==> src/rtl/core_pkg.sv <==
// Shared definitions for the RV32I pipeline control blocks: forward-select codes,
// halt FSM encoding, trap causes and the register-match helpers used by the hazard logic.
package core_pkg;

    localparam logic [1:0] FWD_RF  = 2'b00;
    localparam logic [1:0] FWD_MEM = 2'b01;
    localparam logic [1:0] FWD_WB  = 2'b10;

    typedef enum logic [1:0] {
        RUN    = 2'b00,
        DRAIN  = 2'b01,
        HALTED = 2'b10
    } halt_state_e;

    localparam logic CAUSE_EBREAK  = 1'b0;
    localparam logic CAUSE_ILLEGAL = 1'b1;

    // Index of the last drain cycle; the counter starts at 0 on trap detection.
    localparam logic [1:0] DRAIN_LAST = 2'd2;

    function automatic logic reg_match(input logic [4:0] dst,
                                       input logic [4:0] rs1,
                                       input logic [4:0] rs2);
        return (dst != 5'd0) && ((dst == rs1) || (dst == rs2));
    endfunction

    // A load in EX cannot forward yet (the stall covers it), so it falls through to the MEM check.
    function automatic logic [1:0] fwd_select(input logic [4:0] rs,
                                              input logic [4:0] ex_rd,
                                              input logic       ex_load,
                                              input logic [4:0] mem_rd);
        if (rs != 5'd0 && rs == ex_rd && !ex_load) begin
            return FWD_MEM;
        end else if (rs != 5'd0 && rs == mem_rd) begin
            return FWD_WB;
        end
        return FWD_RF;
    endfunction

endpackage

==> src/rtl/hz_scoreboard.sv <==
// Destination-register trackers for EX/MEM/WB, RAW hazard detection against the
// instruction in decode, and the registered EX operand forward selects.
module hz_scoreboard
    import core_pkg::*;
#(
    parameter bit BYPASS_EN = 1'b1
) (
    input  logic       i_clk,
    input  logic       i_rst_n,
    input  logic       i_id_valid,
    input  logic [4:0] i_rs1_raddr,
    input  logic [4:0] i_rs2_raddr,
    input  logic [4:0] i_rd_waddr,
    input  logic       i_mem_read,
    input  logic       i_ex_bubble,
    output logic       o_hz,
    output logic [1:0] o_fwd_rs1,
    output logic [1:0] o_fwd_rs2,
    output logic       o_empty
);

    logic [4:0] ex_rd_q, ex_rd_d;
    logic       ex_load_q, ex_load_d;
    logic [4:0] mem_rd_q, mem_rd_d;
    logic [4:0] wb_rd_q, wb_rd_d;
    logic [1:0] fwd_rs1_q, fwd_rs1_d;
    logic [1:0] fwd_rs2_q, fwd_rs2_d;

    logic       hz;
    logic [1:0] fwd_rs1_sel;
    logic [1:0] fwd_rs2_sel;

    always_comb begin
        // NOTE: every variable gets a default before any branch so no latch is inferred.
        hz          = 1'b0;
        fwd_rs1_sel = FWD_RF;
        fwd_rs2_sel = FWD_RF;
        if (BYPASS_EN) begin
            hz          = i_id_valid && ex_load_q && reg_match(ex_rd_q, i_rs1_raddr, i_rs2_raddr);
            fwd_rs1_sel = fwd_select(i_rs1_raddr, ex_rd_q, ex_load_q, mem_rd_q);
            fwd_rs2_sel = fwd_select(i_rs2_raddr, ex_rd_q, ex_load_q, mem_rd_q);
        end else begin
            // No bypass and no RF write-through: wait until the producer has left WB.
            hz = i_id_valid && (reg_match(ex_rd_q,  i_rs1_raddr, i_rs2_raddr) ||
                                reg_match(mem_rd_q, i_rs1_raddr, i_rs2_raddr) ||
                                reg_match(wb_rd_q,  i_rs1_raddr, i_rs2_raddr));
        end
    end

    always_comb begin
        ex_rd_d   = i_ex_bubble ? 5'd0 : i_rd_waddr;
        ex_load_d = !i_ex_bubble && i_mem_read;
        mem_rd_d  = ex_rd_q;
        wb_rd_d   = mem_rd_q;
        fwd_rs1_d = i_ex_bubble ? FWD_RF : fwd_rs1_sel;
        fwd_rs2_d = i_ex_bubble ? FWD_RF : fwd_rs2_sel;
    end

    always_ff @(posedge i_clk or negedge i_rst_n) begin
        if (!i_rst_n) begin
            ex_rd_q   <= 5'd0;
            ex_load_q <= 1'b0;
            mem_rd_q  <= 5'd0;
            wb_rd_q   <= 5'd0;
            fwd_rs1_q <= FWD_RF;
            fwd_rs2_q <= FWD_RF;
        end else begin
            // NOTE: non-blocking updates let the whole tracker shift in one edge without ordering hazards.
            ex_rd_q   <= ex_rd_d;
            ex_load_q <= ex_load_d;
            mem_rd_q  <= mem_rd_d;
            wb_rd_q   <= wb_rd_d;
            fwd_rs1_q <= fwd_rs1_d;
            fwd_rs2_q <= fwd_rs2_d;
        end
    end

    assign o_hz      = hz;
    assign o_fwd_rs1 = fwd_rs1_q;
    assign o_fwd_rs2 = fwd_rs2_q;
    assign o_empty   = (ex_rd_q == 5'd0) && (mem_rd_q == 5'd0) && (wb_rd_q == 5'd0);

endmodule

==> src/rtl/hazard_ctrl.sv <==
// Pipeline interlock controller: stalls/bubbles decode on RAW hazards, flushes on
// redirects, and drains then halts the pipeline on EBREAK or an illegal instruction.
module hazard_ctrl
    import core_pkg::*;
#(
    parameter bit BYPASS_EN = 1'b1
) (
    input  logic        i_clk,
    input  logic        i_rst_n,
    input  logic        i_id_valid,
    input  logic [4:0]  i_rs1_raddr,
    input  logic [4:0]  i_rs2_raddr,
    input  logic [4:0]  i_rd_waddr,
    input  logic        i_mem_read,
    input  logic        i_illegal,
    input  logic        i_ebreak,
    input  logic        i_redirect,
    output logic        o_stall,
    output logic        o_flush,
    output logic        o_ex_bubble,
    output logic [1:0]  o_fwd_rs1,
    output logic [1:0]  o_fwd_rs2,
    output logic        o_halted,
    output logic        o_trap_cause,
    output logic [31:0] o_stall_cycles
);

    halt_state_e state_q, state_d;
    logic [1:0]  drain_cnt_q, drain_cnt_d;
    logic        cause_q, cause_d;
    logic [31:0] stall_cycles_q, stall_cycles_d;

    logic hz;
    logic sb_empty;
    logic stall;
    logic flush;
    logic ex_bubble;

    hz_scoreboard #(
        .BYPASS_EN (BYPASS_EN)
    ) u_sb (
        .i_clk       (i_clk),
        .i_rst_n     (i_rst_n),
        .i_id_valid  (i_id_valid),
        .i_rs1_raddr (i_rs1_raddr),
        .i_rs2_raddr (i_rs2_raddr),
        .i_rd_waddr  (i_rd_waddr),
        .i_mem_read  (i_mem_read),
        .i_ex_bubble (ex_bubble),
        .o_hz        (hz),
        .o_fwd_rs1   (o_fwd_rs1),
        .o_fwd_rs2   (o_fwd_rs2),
        .o_empty     (sb_empty)
    );

    always_comb begin
        state_d     = state_q;
        drain_cnt_d = drain_cnt_q;
        cause_d     = cause_q;
        stall       = 1'b0;
        flush       = 1'b0;
        ex_bubble   = !i_id_valid;

        unique case (state_q)
            RUN: begin
                if (i_redirect) begin
                    flush     = 1'b1;
                    ex_bubble = 1'b1;
                end else if (i_id_valid && (i_ebreak || i_illegal) && !hz) begin
                    state_d     = DRAIN;
                    drain_cnt_d = 2'd0;
                    cause_d     = i_illegal ? CAUSE_ILLEGAL : CAUSE_EBREAK;
                    ex_bubble   = 1'b1;
                end else if (hz) begin
                    stall     = 1'b1;
                    ex_bubble = 1'b1;
                end
            end
            DRAIN: begin
                ex_bubble = 1'b1;
                if (i_redirect) begin
                    // The trap was on a mispredicted path; resume normal issue.
                    state_d     = RUN;
                    drain_cnt_d = 2'd0;
                    flush       = 1'b1;
                end else begin
                    stall = 1'b1;
                    if (drain_cnt_q == DRAIN_LAST && sb_empty) begin
                        state_d = HALTED;
                    end else if (drain_cnt_q != DRAIN_LAST) begin
                        drain_cnt_d = drain_cnt_q + 2'd1;
                    end
                end
            end
            HALTED: begin
                stall     = 1'b1;
                ex_bubble = 1'b1;
            end
            default: begin
                state_d = RUN;
            end
        endcase

        stall_cycles_d = (stall && stall_cycles_q != 32'hFFFF_FFFF) ? stall_cycles_q + 32'd1
                                                                    : stall_cycles_q;
    end

    always_ff @(posedge i_clk or negedge i_rst_n) begin
        if (!i_rst_n) begin
            state_q        <= RUN;
            drain_cnt_q    <= 2'd0;
            cause_q        <= CAUSE_EBREAK;
            stall_cycles_q <= 32'd0;
        end else begin
            state_q        <= state_d;
            drain_cnt_q    <= drain_cnt_d;
            cause_q        <= cause_d;
            stall_cycles_q <= stall_cycles_d;
        end
    end

    // Combinational controls read as 0 while reset is held, even with a valid instruction in ID.
    assign o_stall        = i_rst_n && stall;
    assign o_flush        = i_rst_n && flush;
    assign o_ex_bubble    = i_rst_n && ex_bubble;
    assign o_halted       = (state_q == HALTED);
    assign o_trap_cause   = o_halted && cause_q;
    assign o_stall_cycles = stall_cycles_q;

endmodule

==> config.mk <==
export PLATFORM = sky130hd
export DESIGN_NAME = hazard_ctrl
export DESIGN_NICKNAME = d
export VERILOG_FILES = /design/src/rtl/core_pkg.sv /design/src/rtl/hz_scoreboard.sv /design/src/rtl/hazard_ctrl.sv
export SDC_FILE = /design/constraint.sdc
export NUM_CORES = 1
export LEC_CHECK = 0
export BUFFER_PORTS_ARGS = -buffer_cell sky130_fd_sc_hd__buf_2
export CAP_MARGIN = 20
export CORE_MARGIN = 5
export CORE_UTILIZATION = 58
export DETAILED_ROUTE_END_ITERATION = 7
export GPL_ROUTABILITY_DRIVEN = 0
export PLACE_DENSITY = 0.81
export SYNTH_ARGS = -nofsm -noshare
export SYNTH_HDL_FRONTEND = slang
export SYNTH_SLANG_ARGS = --single-unit
==> constraint.sdc <==
create_clock -name i_clk -period 6.1 [get_ports i_clk]
set_input_delay 0.305 -clock i_clk [delete_from_list [all_inputs] [get_ports i_clk]]
set_output_delay 0.305 -clock i_clk [all_outputs]
set_load 0.05 [all_outputs]
## Word-level counts from Yosys, hierarchy flattened

Index checks and enable logic that the tools add are counted.

- Bits in registers: 57
- Input bits: 22
- Word-level logic and storage cells: 105

- Mux-type cells: 36
- Bitwise operators: 2
- $add $sub $neg: 2
- Reduce and logical (&&, ||, !) cells: 39
- Equal/unequal tests: 16

Operator list:

| kind | number |
|---|---|
| 2-bit 2-to-1 mux | 17 |
| 32-bit by 1-bit adder with 32-bit output, second input constant | 1 |
| 32-bit inequality test, second input constant | 1 |
| 5-bit equality test | 6 |
| 1-bit logical AND | 20 |
| 5-bit logical NOT | 3 |
| 5-bit nonzero test | 3 |
| 1-bit 2-to-1 mux | 14 |
| 3-bit inequality test, second input constant | 3 |
| 2-bit inequality test, second input constant | 3 |
| 2-bit case mux with 3 select lines | 1 |
| 5-bit 2-to-1 mux | 1 |
| 5-bit AND reduction | 1 |
| 2-bit equality test, second input constant | 2 |
| 1-bit logical NOT | 4 |
| 2-bit case mux with 2 select lines | 1 |
| 4-bit AND reduction | 1 |
| 2-bit OR reduction | 2 |
| 1-bit case mux with 3 select lines | 1 |
| 3-bit AND reduction | 1 |
| 2-bit by 1-bit adder with 2-bit output, second input constant | 1 |
| 2-bit by 1-bit equality test with 1-bit output, second input constant | 1 |
| 2-bit logical NOT | 1 |
| 1-bit logical OR | 2 |
| 3 further kinds | 4 |

## Depth between registers and ports, before layout

Gate-level depths: netlist of run 1.

- Depth after elaboration: 11
- Depth in mapped cells: 11

## Cells and area by module

Synthesis of run 1 repeated with hierarchy kept, for this count alone.

- Cell total of the unflattened synthesis: 251
- Area, all modules: 2808.9 sq um

By module, submodules not included:

| module | times used | area each (sq um) | cells an instance |
|---|---|---|---|
| hazard_ctrl | 1 | 1933.1 | 178 |
| hz_scoreboard | 1 | 875.8 | 73 |

## Worst setup path before layout of run 1

Ideal clock, no wire load.

- Path kind: reg2reg
- Start point: register stall_cycles_q[0], in the netlist o_stall_cycles[0]
- End point: register stall_cycles_q[14], in the netlist o_stall_cycles[14]
- Data required time: 5.958 ns
- Cell stages (with the launch flop): 12
- Library setup time: 0.142 ns
- Buffers on the path: 3
- Setup slack: 3.649 ns
- Data arrival time: 2.309 ns
- Period minus slack after synthesis: 2.451 ns
- Path through: dfrtp_1 ha_1 and3_1 and4_4 buf_6 and4_1 a21oi_1 o21a_1 buf_6 buf_6 nand4_1 xnor2_1

- Longest elaborated chain between the ends: 2
- Elaborated cells between the ends (all ways): 3

Ends and longest elaborated chain:

| element | line | source |
|---|---|---|
| from (decl) | hazard_ctrl.sv:31 | `logic [31:0] stall_cycles_q, stall_cycles_d;` |
| from (signal assigned) | hazard_ctrl.sv:118 | `stall_cycles_q <= stall_cycles_d;` |
| branches (longest 2 deep; another with 32-bit by 1-bit adder with 32-bit output) | n/a |  |

Several ways; the timed one is not identified.
A chain may end at the register's enable or synchronous reset.

## Worst setup path in the final report of run 1

- Start point: register u_sb.ex_rd_q[0]
- End point: output port o_ex_bubble

- Longest elaborated chain between the ends: 10
- Elaborated cells between the ends (all ways): 13

Ends and longest elaborated chain:

| element | line | source |
|---|---|---|
| from (decl) | hz_scoreboard.sv:22 | `logic [4:0] ex_rd_q, ex_rd_d;` |
| from (signal assigned) | hz_scoreboard.sv:69 | `ex_rd_q <= ex_rd_d;` |
| 5-bit equality test | core_pkg.sv:24 | `return (dst != 5'd0) && ((dst == rs1) \|\| (dst == rs2));` |
| 1-bit logical OR | core_pkg.sv:24 |  |
| 1-bit logical AND * | core_pkg.sv:24 |  |
| 1-bit logical AND * | hz_scoreboard.sv:39 | `hz = i_id_valid && ex_load_q && reg_match(ex_rd_q, i_rs1_raddr, i_rs2_raddr);` |
| 1-bit logical NOT | hazard_ctrl.sv:69 | `end else if (i_id_valid && (i_ebreak \|\| i_illegal) && !hz) begin` |
| 1-bit logical AND | hazard_ctrl.sv:69 |  |
| 1-bit 2-to-1 mux * | hazard_ctrl.sv:69 |  |
| 1-bit 2-to-1 mux * | hazard_ctrl.sv:66 | `if (i_redirect) begin` |
| 1-bit case mux with 2 select lines * | hazard_ctrl.sv:64 | `unique case (state_q)` |
| 1-bit logical AND * | hazard_ctrl.sv:125 | `assign o_ex_bubble = i_rst_n && ex_bubble;` |
| to (decl) | hazard_ctrl.sv:20 | `output logic o_ex_bubble,` |

Mark *: on every way between the ends. The rest lies on a longest branch, timed or not.

==> results by group, run 1 <==
STA
  – Fmax: 358.5 MHz
  – Hold Fails Final Rpt: 0
  – Slew at the pin closest to its max-slew limit: 0.8654 ns
  – Fin crit period: 2.789 ns
  – RSZ-0062 raised after global routing: false
  – Skew final: 0.006023 ns
  – TNS Setup: 0 ns
  – Rel. slew slack: 42.31%
  – Final setup viols: 0
  – Final period util: 45.72%
  – Max Slew Vio Count: 0
  – Final WS setup: 3.311 ns

Logic synthesis
  – Synth top cells by count: dfrtp_1, xnor2_1, nand4_1
  – Count of cell types in the netlist: 36
  – Post-synthesis sequential area ratio: 49.83%
  – Post-Synth XOR/XNOR Area: 15.30%
  – Simple-gate share of the synthesized area: 21.15%
  – Area leader, netlist: dfrtp_1
  – Post-Syn Instances: 263
  – Post-synth EDFFs: 0
  – Fraction of the mapped netlist area in adder cells: 2.622%
  – Syn_nets: 291
  – Top-count cell post-synth: dfrtp_1
  – Post-Syn Area per Cell: 10.88 sq um
  – Synth top area share: 49.83%
  – Ranking of synthesized cells by area: dfrtp_1, xnor2_1, nand4_1, xor2_1, nor3_1
  – Dominant synthesized flop cell: dfrtp_1
  – Yosys warns: 0
  – Asr flop ratio synth: 100.0%
  – Seq cells post-synth: 57
  – Mapped Area: 2863 sq um
  – Main combinational cell family by area after synthesis: simple AND/OR/NAND/NOR gates
  – Synth Area in Compound Gates: 6.949%
  – Post-synthesis mux area share: 1.136%

CTS
  – Clock root cell: clkbuf_8
  – Clock transition at path regs: 0.06 ns
  – Hold Buf Count CTS: 0
  – CTS Buf Count: 9
  – Worst-Skew Late Latency: 0.32 ns
  – Post-CTS resize count: 0
  – CTS tree: built
  – CTS Buffer Depth: 2
  – CTS H-tree depth: 3
  – Sink Count: 57
  – Post-CTS setup buffers: 0

Power
  – Int Pwr: 0.7532 mW
  – Clock share of power: 22.9%
  – Combinational share of power: 34.2%
  – LEAKAGE: 1.638 nW
  – VDD IR-drop max: 0.3300 mV
  – Sw Ratio: 38.64%
  – Power Density: 365.9 nW/um^2
  – Switching power: 0.4743 mW
  – Part of the power in registers: 42.9%

Worst setup path
  – CP Data Arrival Time: 2.48 ns
  – Worst path required time: 5.79 ns
  – CP max FO: 9
  – Critical Path Source Type: register
  – Worst r2r path cells: 7
  – CP Capture Type: output port
  – FF-to-FF setup slack: 3.43 ns
  – Crit Path Class: register to output port

Run status
  – Outcome: completed

Final layout
  – Filler cells: 407
  – Diodes inserted: 0
  – Share of layout cells above drive strength 1: 24.92%
  – Net count, final: 359
  – Synth-to-Final Area Change: 17.18%
  – Layout Utilization: 70.55%

Routing
  – DRT Pass-1 Iters: 4
  – Vias/cell: 5.515
  – Antenna viol nets, final: 0
  – WL/cell: 14.94 microns
  – Routed WL: 5977 microns
  – Vias: 2206
  – DRC Markers: 0
  – Initial DRC Count: 131

GRT
  – GRT overflow: 0
  – GRT busiest layer: met2
  – First-pass GRT wire length: 9894 microns
  – GRT met3 Usage: 3.812%
  – Met2 Use GR: 31.37%
  – Vias in the first global route: 2106
  – Total track usage: 19.70%
  – Met1 usage: 25.99%
  – Largest net degree at the start of global routing: 61
  – Antenna violations before repair: 0

Floorplan
  – Cell row count: 25
  – Core Footprint: 4755 sq um
  – Die height: 80.26 microns
  – Die area: 6441 sq um
  – Die X: 80.26 microns
  – Boundary Pins: 63
  – Initial core utilization: 60.21%

Placement
  – DP Wirelength: 4343 microns
  – Port bufs: 62
  – Setup slack after placement: 3.433 ns

Job
  – Maximum capacitance violations: 0

Min path
  – HP Class: input port to asynchronous set/reset pin
[final cells by class]
class / count / area, sq um / share of cell area [%]
Multi-Input combinational cell: 193 / 1350 / 40.25
Timing Repair Buffer: 63 / 317.8 / 9.474
Inverter: 7 / 26.28 / 0.7833
Sequential cell: 57 / 1426 / 42.52
Clock inverter: 1 / 5.005 / 0.1492
Tap cell: 67 / 83.83 / 2.499
Clock buffer: 12 / 145.1 / 4.327
[layout by cell type, fill, tap and decap left out, types with 3 or more instances in the layout]
cell type / instances
buf_2: 62
dfrtp_1: 57
xnor2_1: 37
nand4_1: 19
nor3_1: 16
nand2_1: 14
xor2_1: 13
nand3_1: 13
and3_1: 11
nor2_1: 10
clkbuf_8: 10
and2_1: 9
inv_1: 7
a21oi_1: 7
ha_1: 6
o21ai_0: 5
and4_1: 4
or4_1: 3
[flip-flops by register name (all words and copies together), names as in the netlist]
register and flops:
o_stall_cycles 32, u_sb.ex_rd_q 5, u_sb.mem_rd_q 5, u_sb.wb_rd_q 5, drain_cnt_q 2, state_q 2
u_sb.o_fwd_rs1 2, u_sb.o_fwd_rs2 2, cause_q 1, u_sb.ex_load_q 1
[worst max-delay path, cell delays in order, from the launching register on]
cell	delay, ns
dfrtp_1	0.43
or4_4	0.56
o21a_1	0.21
a21boi_4	0.17
o21ai_1	0.49
nor2_1	0.07
buf_2	0.23
[through the flow]
| step | power (mW) | instances | hold slack, ns | cell area (sq um) |
|---|---|---|---|---|
| floorplan | 0.8529 | 263 | 0.009409 | 2863 |
| global placement | 0.9392 | 387 | 0.4690 | 3204 |
| detailed placement | 0.9548 | 387 | 0.4671 | 3204 |
| CTS | 1.237 | 400 | 0.1498 | 3354 |
| global route | 1.300 | 400 | 0.1864 | 3354 |
| finish | 1.228 | 400 | 0.1287 | 3354 |
[logic make-up (layout without fill, tap and decap cells)]
| family | after synthesis | after routing |
|---|---|---|
| AND/OR/NAND/NOR | 108 | 108 |
| flip-flops | 57 | 57 |
| XOR/XNOR | 50 | 50 |
| AO/OA/AOI/OAI | 26 | 26 |
| buffers and inverters | 13 | 83 |
| adder cells (fa/ha/maj) | 6 | 6 |
| multiplexers | 3 | 3 |
[metal layers]
layer,share of wire (%),up-vias
li1,-,1070
met3,5.2,10
met2,48,60
met1,45,1066
met5,0,-
met4,1.3,0
[path summary, 6_finish.rpt]
kind	start	end
setup / recovery	u_sb.ex_rd_q[0]$_DFF_PN0_	o_ex_bubble
setup reg to reg	o_stall_cycles[0]$_DFFE_PN0P_	o_stall_cycles[1]$_DFFE_PN0P_
max in group asynchronous	i_rst_n	o_stall_cycles[22]$_DFFE_PN0P_
hold / removal	i_rst_n	drain_cnt_q[0]$_DFFE_PN0P_
hold reg to reg	o_stall_cycles[23]$_DFFE_PN0P_	o_stall_cycles[23]$_DFFE_PN0P_
min in group i_clk	i_rd_waddr[1]	u_sb.ex_rd_q[1]$_DFF_PN0_
[power by group through the flow]
stage / sequential [mW] / clock, mW / combinational (mW)
6_report: 0.527 / 0.281 / 0.420
3_5_place_dp: 0.532 / 0 / 0.423
4_1_cts: 0.526 / 0.288 / 0.424
5_1_grt: 0.537 / 0.307 / 0.456
3_3_place_gp: 0.529 / 0 / 0.410
2_1_floorplan: 0.563 / 0 / 0.290
No activity file was read; power rests on OpenSTA's default activity.
==> run 2: changes to the inputs <==
Settings changed: ABC_AREA set to 1, CORE_UTILIZATION 58 to 51, PLACE_DENSITY 0.81 to 0.74.
Clock period 6.1 ns to 2.25 ns, I/O delays scaled along.
==> run 2 against run 1 <==
Final area increased by 30%; clock-buffer cell count decreased by 2; critical path depth is 7 higher; area after synthesis grew 26%; die area increased by 38%; combinational power increased to 4.2 times the previous value; register-to-register slack lost 3.2 ns; final cell count up 75%; clock skew grew 0.0050 ns; synthesized cell count is 99% higher; critical endpoint unchanged; sequential share of layout area shrank 9.8 points.
==> results by group, run 2 <==
STA
  – Hold Fails Final Rpt: 0 (unchanged)
  – Skew final: 0.01106 ns (+0.005041 ns)
  – Final period util: 91.28%
  – Fin crit period: 2.054 ns
  – Slew at the pin closest to its max-slew limit: 0.7028 ns (-0.1626 ns)
  – Max Slew Vio Count: 0 (unchanged)
  – Rel. slew slack: 53.15% (+11 points)
  – Fmax: 486.9 MHz
  – TNS Setup: 0 ns (unchanged)
  – RSZ-0062 raised after global routing: false
  – Final setup viols: 0 (unchanged)

Routing
  – Vias/cell: 5.303 (-3.8%)
  – Vias: 3707 (+68%)
  – WL/cell: 14.14 microns (-5.4%)
  – Antenna viol nets, final: 0 (unchanged)
  – Routed WL: 9885 microns (+65%)
  – Initial DRC Count: 329 (+150%)
  – DRT Pass-1 Iters: 5 (+1)
  – DRC Markers: 0 (unchanged)

Final layout
  – Final instance area: 4359 sq um (+30%)
  – Commonest non-fill, non-tap cell in the layout: nand2_1
  – Net count, final: 627 (+75%)
  – Share of layout cells above drive strength 1: 16.58% (-8.3 points)
  – Synth-to-Final Area Change: 20.47%
  – Most frequent cells in the layout: nand2_1, buf_2, dfrtp_1
  – Layout Utilization: 63.81% (-6.7 points)
  – Max FFs per register: 32 (unchanged)
  – Diodes inserted: 0 (unchanged)

CTS
  – CTS Buffer Depth: 2 (unchanged)
  – CTS H-tree depth: 3 (unchanged)
  – Sink Count: 57 (unchanged)
  – CTS tree: built
  – Worst-Skew Late Latency: 0.34 ns (+0.02 ns)
  – Clock transition at path regs: 0.07 ns (about the same)
  – Clock root cell: clkbuf_8
  – CTS Buf Count: 9 (unchanged)

Floorplan
  – Die area: 8879 sq um (+38%)
  – Core Footprint: 6832 sq um (+44%)
  – Initial core utilization: 52.97% (-7.2 points)
  – Boundary Pins: 63 (unchanged)
  – Die height: 94.23 microns (+17%)
  – Cell row count: 30 (+20%)
  – Die X: 94.23 microns (+17%)

Worst setup path
  – Critical Path Source Type: register
  – CP max FO: 5 (-4)
  – Worst path required time: 2.14 ns (-3.65 ns)
  – CP Data Arrival Time: 1.94 ns (-0.54 ns)
  – CP Capture Type: output port
  – Crit Path Class: register to output port

Logic synthesis
  – Count of cell types in the netlist: 24 (-33%)
  – Post-Syn Instances: 523 (+99%)
  – Mapped Area: 3618 sq um (+26%)
  – Asr flop ratio synth: 100.0% (unchanged)
  – Area leader, netlist: dfrtp_1
  – Post-synthesis sequential area ratio: 39.42% (-10 points)
  – Synth Area in Compound Gates: 2.317% (-4.6 points)
  – Dominant synthesized flop cell: dfrtp_1
  – Post-synth EDFFs: 0 (unchanged)
  – Post-synthesis mux area share: 0% (-1.1 points)
  – Ranking of synthesized cells by area: dfrtp_1, nand2_1, nand4_1, inv_1, nor2_1
  – Top-count cell post-synth: nand2_1
  – Fraction of the mapped netlist area in adder cells: 2.075% (-0.55 points)
  – Syn_nets: 551 (+89%)
  – Main combinational cell family by area after synthesis: simple AND/OR/NAND/NOR gates
  – Simple-gate share of the synthesized area: 43.08% (+22 points)
  – Seq cells post-synth: 57 (unchanged)
  – Post-Syn Area per Cell: 6.919 sq um (-36%)
  – Post-Synth XOR/XNOR Area: 5.809% (-9.5 points)
  – Yosys warns: 0 (unchanged)
  – Synth top cells by count: nand2_1, dfrtp_1, inv_1
  – Synth top area share: 39.42% (-10 points)

GRT
  – GRT overflow: 0 (unchanged)
  – Largest net degree at the start of global routing: 58 (-4.9%)
  – Vias in the first global route: 3473 (+65%)
  – Total track usage: 23.45% (+3.8 points)
  – First-pass GRT wire length: 16460 microns (+66%)
  – Antenna violations before repair: 0 (unchanged)

Run status
  – Outcome: completed

Power
  – Combinational share of power: 44.0% (+9.8 points)
  – Part of the power in registers: 35.0% (-7.9 points)
  – Power Density: 928.0 nW/um^2 (+150%)
  – Int Pwr: 2.280 mW (+200%)
  – Switching power: 1.765 mW (+270%)
  – LEAKAGE: 2.356 nW (+44%)
  – VDD IR-drop max: 0.5761 mV (+75%)
  – Clock share of power: 20.9% (-2.0 points)
  – Pwr Total: 4.045 mW (+230%)
  – Sw Ratio: 43.64% (+5.0 points)

Placement
  – DP Wirelength: 7085 microns (+63%)
  – Area post-placement: 4063 sq um (+27%)
  – Port bufs: 62 (unchanged)

Job
  – Maximum capacitance violations: 0 (unchanged)

Min path
  – HP Class: input port to register
-- run 2: cell types whose count changed after synthesis, sizes merged, moves of 4 or more --
cell / previous run / this run
nand2: 14 / 211
inv: 7 / 51
nor2: 10 / 50
xnor2: 37 / 10
nand4: 19 / 41
nand3: 13 / 25
and3: 11 / 0
and2: 9 / 0
clkbuf: 1 / 7
nand3b: 0 / 6
a21boi: 1 / 6
and4: 5 / 0
o21ai: 7 / 2
or4: 4 / 0
-- run 2: cell type report --
class | instances | area, sq um
Fill cell | 644 | 2472
Multi-Input combinational cell | 400 | 1948
Sequential cell | 57 | 1426
Timing Repair Buffer | 79 | 499.2
Inverter | 52 | 195.2
Clock buffer | 10 | 137.6
Tap cell | 96 | 120.1
Clock inverter | 5 | 32.53
-- run 2: what timing repair did --
item / CTS / global route
hold buffers: 4 / 0
resized for setup: 3 / 8
gates cloned: 0 / 1
setup buffers: 0 / 3
endpoints found under the setup margin: 1 / 3
hold endpoints to repair: 55 / 0
-- run 2: worst paths after layout --
path	start	to	slack (ns)	cells past startpoint
worst max register to register	o_stall_cycles[1]$_DFFE_PN0P_	o_stall_cycles[24]$_DFFE_PN0P_	0.22	10
worst min-delay path	i_rd_waddr[0]	u_sb.ex_rd_q[0]$_DFF_PN0_	0.009	2
worst max-delay path	u_sb.ex_rd_q[0]$_DFF_PN0_	o_ex_bubble	0.20	13
min in group asynchronous	i_rst_n	u_sb.ex_rd_q[0]$_DFF_PN0_	0.49	3
max in group asynchronous	i_rst_n	o_stall_cycles[6]$_DFFE_PN0P_	1.27	3
worst min register to register	u_sb.ex_rd_q[4]$_DFF_PN0_	u_sb.mem_rd_q[4]$_DFF_PN0_	0.45	0
-- run 2: per-stage QoR --
stage,hold WS [ns],setup WS [ns],std cells
floorplan,-0.1831,0.07083,523
global placement,0.3368,0.2847,676
detailed placement,0.3548,0.2406,676
CTS,0.004419,0.01313,695
global route,0.01465,0.01092,699
finish,0.009458,0.1962,699
-- run 2: power groups by stage --
stage	Sequential, mW	Combinational (mW)	Clock (mW)
detailed placement	1.43	1.55	0
global route	1.44	1.96	0.914
global placement	1.42	1.53	0
finish	1.42	1.78	0.846
floorplan	1.55	0.996	0
CTS	1.41	1.58	0.864
-- run 2: metal layers --
layer,global-route usage (%),vias up,part of all wire [%],routed length [microns]
li1,-,1832,-,-
met4,7.822,0,1.8,173
met2,33.04,166,42,4130
met3,6.490,19,8.9,882
met1,34.32,1690,48,4698
met5,0,-,0,0
-- run 2: critical path, stage by stage, from the launching register on --
cell and delay [ns]:
dfrtp_1 0.41, inv_1 0.07, nand2_1 0.05, nand2_1 0.04, nor2_1 0.12, nand3_1 0.12
nand2_2 0.11, nand2_1 0.08, nand2_1 0.07, nand2_1 0.04, nand2_1 0.08, nand2_1 0.06
nor2_1 0.12, buf_4 0.21
-- run 2: kinds of logic (layout without fill, tap and decap cells) --
| logic type | count (synthesis) | after routing |
|---|---|---|
| buffers and inverters | 66 | 146 |
| xor gates and xnor gates | 24 | 24 |
| and+or+nand+nor | 357 | 357 |
| adders and majority gates | 6 | 6 |
| DFF | 57 | 57 |
| AOI/OAI and AO/OA | 13 | 13 |
==> run 3: changes to the inputs <==
Settings changed: CELL_PAD_IN_SITES_DETAIL_PLACEMENT set to 2, CELL_PAD_IN_SITES_GLOBAL_PLACEMENT set to 2, CORE_UTILIZATION 51 to 28, PLACE_DENSITY 0.74 to 0.73.
==> run 3 against run 2 <==
Flip-flop and latch count did not move; global-route usage down 3.4 points; power up 17%; worst setup slack lost 0.074 ns; register-to-register slack got worse by 0.03 ns.
==> results by group, run 3 (synthesis gave the netlist of run 2 again) <==
Worst setup path
  – CP delay by family, top: simple AND/OR/NAND/NOR gates
  – Worst path required time: 2.14 ns (about the same)
  – Critical Path Source Type: register
  – CP Cell Sequence: buf_4, xor2_1, nand3b_1, nand2_1, nand3_1, nand2_2, nand2_1, nor2_2, buf_6
  – CP Buf/Inv Count: 2 (unchanged)
  – Crit Path Class: register to output port
  – CP Capture Type: output port
  – Max incr delay on CP: 0.42 ns (about the same)
  – Critical path's most frequent cell: nand2_1
  – CP max FO: 5 (unchanged)
  – CP Data Arrival Time: 2.02 ns (+0.08 ns)
  – Crit-path slowest cell: dfrtp_1

GRT
  – Total track usage: 20.00% (-3.4 points)
  – GRT busiest layer: met2
  – First-pass GRT wire length: 23170 microns (+41%)
  – GRT overflow: 0 (unchanged)
  – GRT met3 Usage: 3.179% (-3.3 points)
  – Met1 usage: 26.12% (-8.2 points)
  – Met2 Use GR: 33.12% (+0.081 points)
  – Largest net degree at the start of global routing: 58 (unchanged)
  – Antenna violations before repair: 0 (unchanged)
  – Vias in the first global route: 4313 (+24%)

STA
  – Fmax: 469.9 MHz (-3.5%)
  – Final period util: 94.59% (+3.3 points)
  – Max Slew Vio Count: 0 (unchanged)
  – Skew final: 0.006618 ns (-0.004447 ns)
  – Hold Fails Final Rpt: 0 (unchanged)
  – TNS Setup: 0 ns (unchanged)
  – Hold WS: 0.01419 ns (+0.004734 ns)
  – Fin crit period: 2.128 ns (+0.07442 ns)
  – Final setup viols: 0 (unchanged)
  – Rel. slew slack: 48.73% (-4.4 points)
  – Slew at the pin closest to its max-slew limit: 0.7690 ns (+0.06625 ns)

Floorplan
  – Cell row count: 41 (+37%)
  – Die height: 123.7 microns (+31%)
  – Core Footprint: 12670 sq um (+85%)
  – Die X: 123.7 microns (+31%)
  – Die area: 15300 sq um (+72%)
  – Boundary Pins: 63 (unchanged)
  – Initial core utilization: 28.56% (-24 points)

Routing
  – DRT Pass-1 Iters: 4 (-1)
  – Initial DRC Count: 135 (-59%)
  – Routed WL: 14350 microns (+45%)
  – Vias: 3858 (+4.1%)
  – Vias/cell: 4.965 (-6.4%)
  – DRC Markers: 0 (unchanged)
  – WL/cell: 18.46 microns (+31%)
  – Antenna viol nets, final: 0 (unchanged)

Power
  – Combinational share of power: 37.5% (-6.5 points)
  – Clock share of power: 31.7% (+11 points)
  – Switching power: 1.992 mW (+13%)
  – LEAKAGE: 2.422 nW (+2.8%)
  – Power Density: 1035 nW/um^2 (+12%)
  – Pwr Total: 4.751 mW (+17%)
  – VDD IR-drop max: 0.5889 mV (+2.2%)
  – Int Pwr: 2.759 mW (+21%)
  – Sw Ratio: 41.93% (-1.7 points)
  – Part of the power in registers: 30.8% (-4.2 points)

Placement
  – Port bufs: 62 (unchanged)
  – DP Wirelength: 10910 microns (+54%)
  – Area post-placement: 4195 sq um (+3.3%)

CTS
  – Worst-Skew Late Latency: 0.34 ns (about the same)
  – CTS Buf Count: 9 (unchanged)
  – Clock transition at path regs: 0.05 ns (-0.02 ns)
  – Sink Count: 57 (unchanged)
  – Clock root cell: clkbuf_16
  – CTS tree: built
  – CTS H-tree depth: 3 (unchanged)
  – CTS Buffer Depth: 2 (unchanged)

Final layout
  – Final instance area: 4591 sq um (+5.3%)
  – Most frequent cells in the layout: nand2_1, buf_2, dfrtp_1
  – Commonest non-fill, non-tap cell in the layout: nand2_1
  – Diodes inserted: 0 (unchanged)
  – Layout Utilization: 36.23% (-28 points)
  – Share of layout cells above drive strength 1: 18.02% (+1.4 points)
  – Synth-to-Final Area Change: 26.87%
  – Net count, final: 628 (+0.16%)
  – Max FFs per register: 32 (unchanged)

Run status
  – Outcome: completed

Min path
  – HP Class: input port to register

Job
  – Maximum capacitance violations: 0 (unchanged)
## run 3: repair_timing
| action | CTS | global route |
|---|---|---|
| hold endpoints to repair | 29 | 0 |
| endpoints found under the setup margin | 2 | 34 |
| setup buffers | 0 | 2 |
| pin swaps | 0 | 2 |
| resized for setup | 2 | 12 |
| hold buffers | 2 | 0 |
## run 3: power by group through the flow
stage,clock network [mW],registers (mW),logic [mW]
2_1_floorplan,0,1.55,0.996
3_3_place_gp,0,1.46,1.63
3_5_place_dp,0,1.47,1.71
4_1_cts,1.55,1.46,1.75
5_1_grt,1.57,1.49,1.97
6_report,1.51,1.46,1.78
## run 3: final timing paths
check,start,to,slack [ns],depth (start not counted)
max,u_sb.ex_rd_q[3]$_DFF_PN0_,o_stall,0.12,9
min,i_rd_waddr[1],u_sb.ex_rd_q[1]$_DFF_PN0_,0.01,2
max reg2reg,o_stall_cycles[1]$_DFFE_PN0P_,o_stall_cycles[3]$_DFFE_PN0P_,0.19,10
min reg2reg,u_sb.ex_rd_q[2]$_DFF_PN0_,u_sb.mem_rd_q[2]$_DFF_PN0_,0.45,0
max in group asynchronous,i_rst_n,u_sb.ex_rd_q[1]$_DFF_PN0_,1.21,3
min in group asynchronous,i_rst_n,u_sb.o_fwd_rs1[0]$_DFF_PN0_,0.48,3
## run 3: layer usage
| metal | vias up | routed length (microns) |
|---|---|---|
| li1 | 1840 | - |
| met2 | 65 | 6962 |
| met3 | 19 | 470 |
| met5 | - | 0 |
| met1 | 1934 | 6613 |
| met4 | 0 | 301 |
## run 3: final cells by class
cell class,count,area (sq um)
Tap cell,172,215.2
Timing Repair Buffer,80,479.2
Clock inverter,7,93.84
Clock buffer,9,225.2
Fill cell,1558,8080
Sequential cell,57,1429
Multi-Input combinational cell,400,1953
Inverter,52,195.2
## run 3: metrics by stage
step | worst slack (ns) | cells
6_report | 0.1218 | 777
5_1_grt | -0.02247 | 777
4_1_cts | 0.0005504 | 775
3_5_place_dp | 0.07157 | 757
3_3_place_gp | 0.1215 | 757
2_1_floorplan | 0.07083 | 523
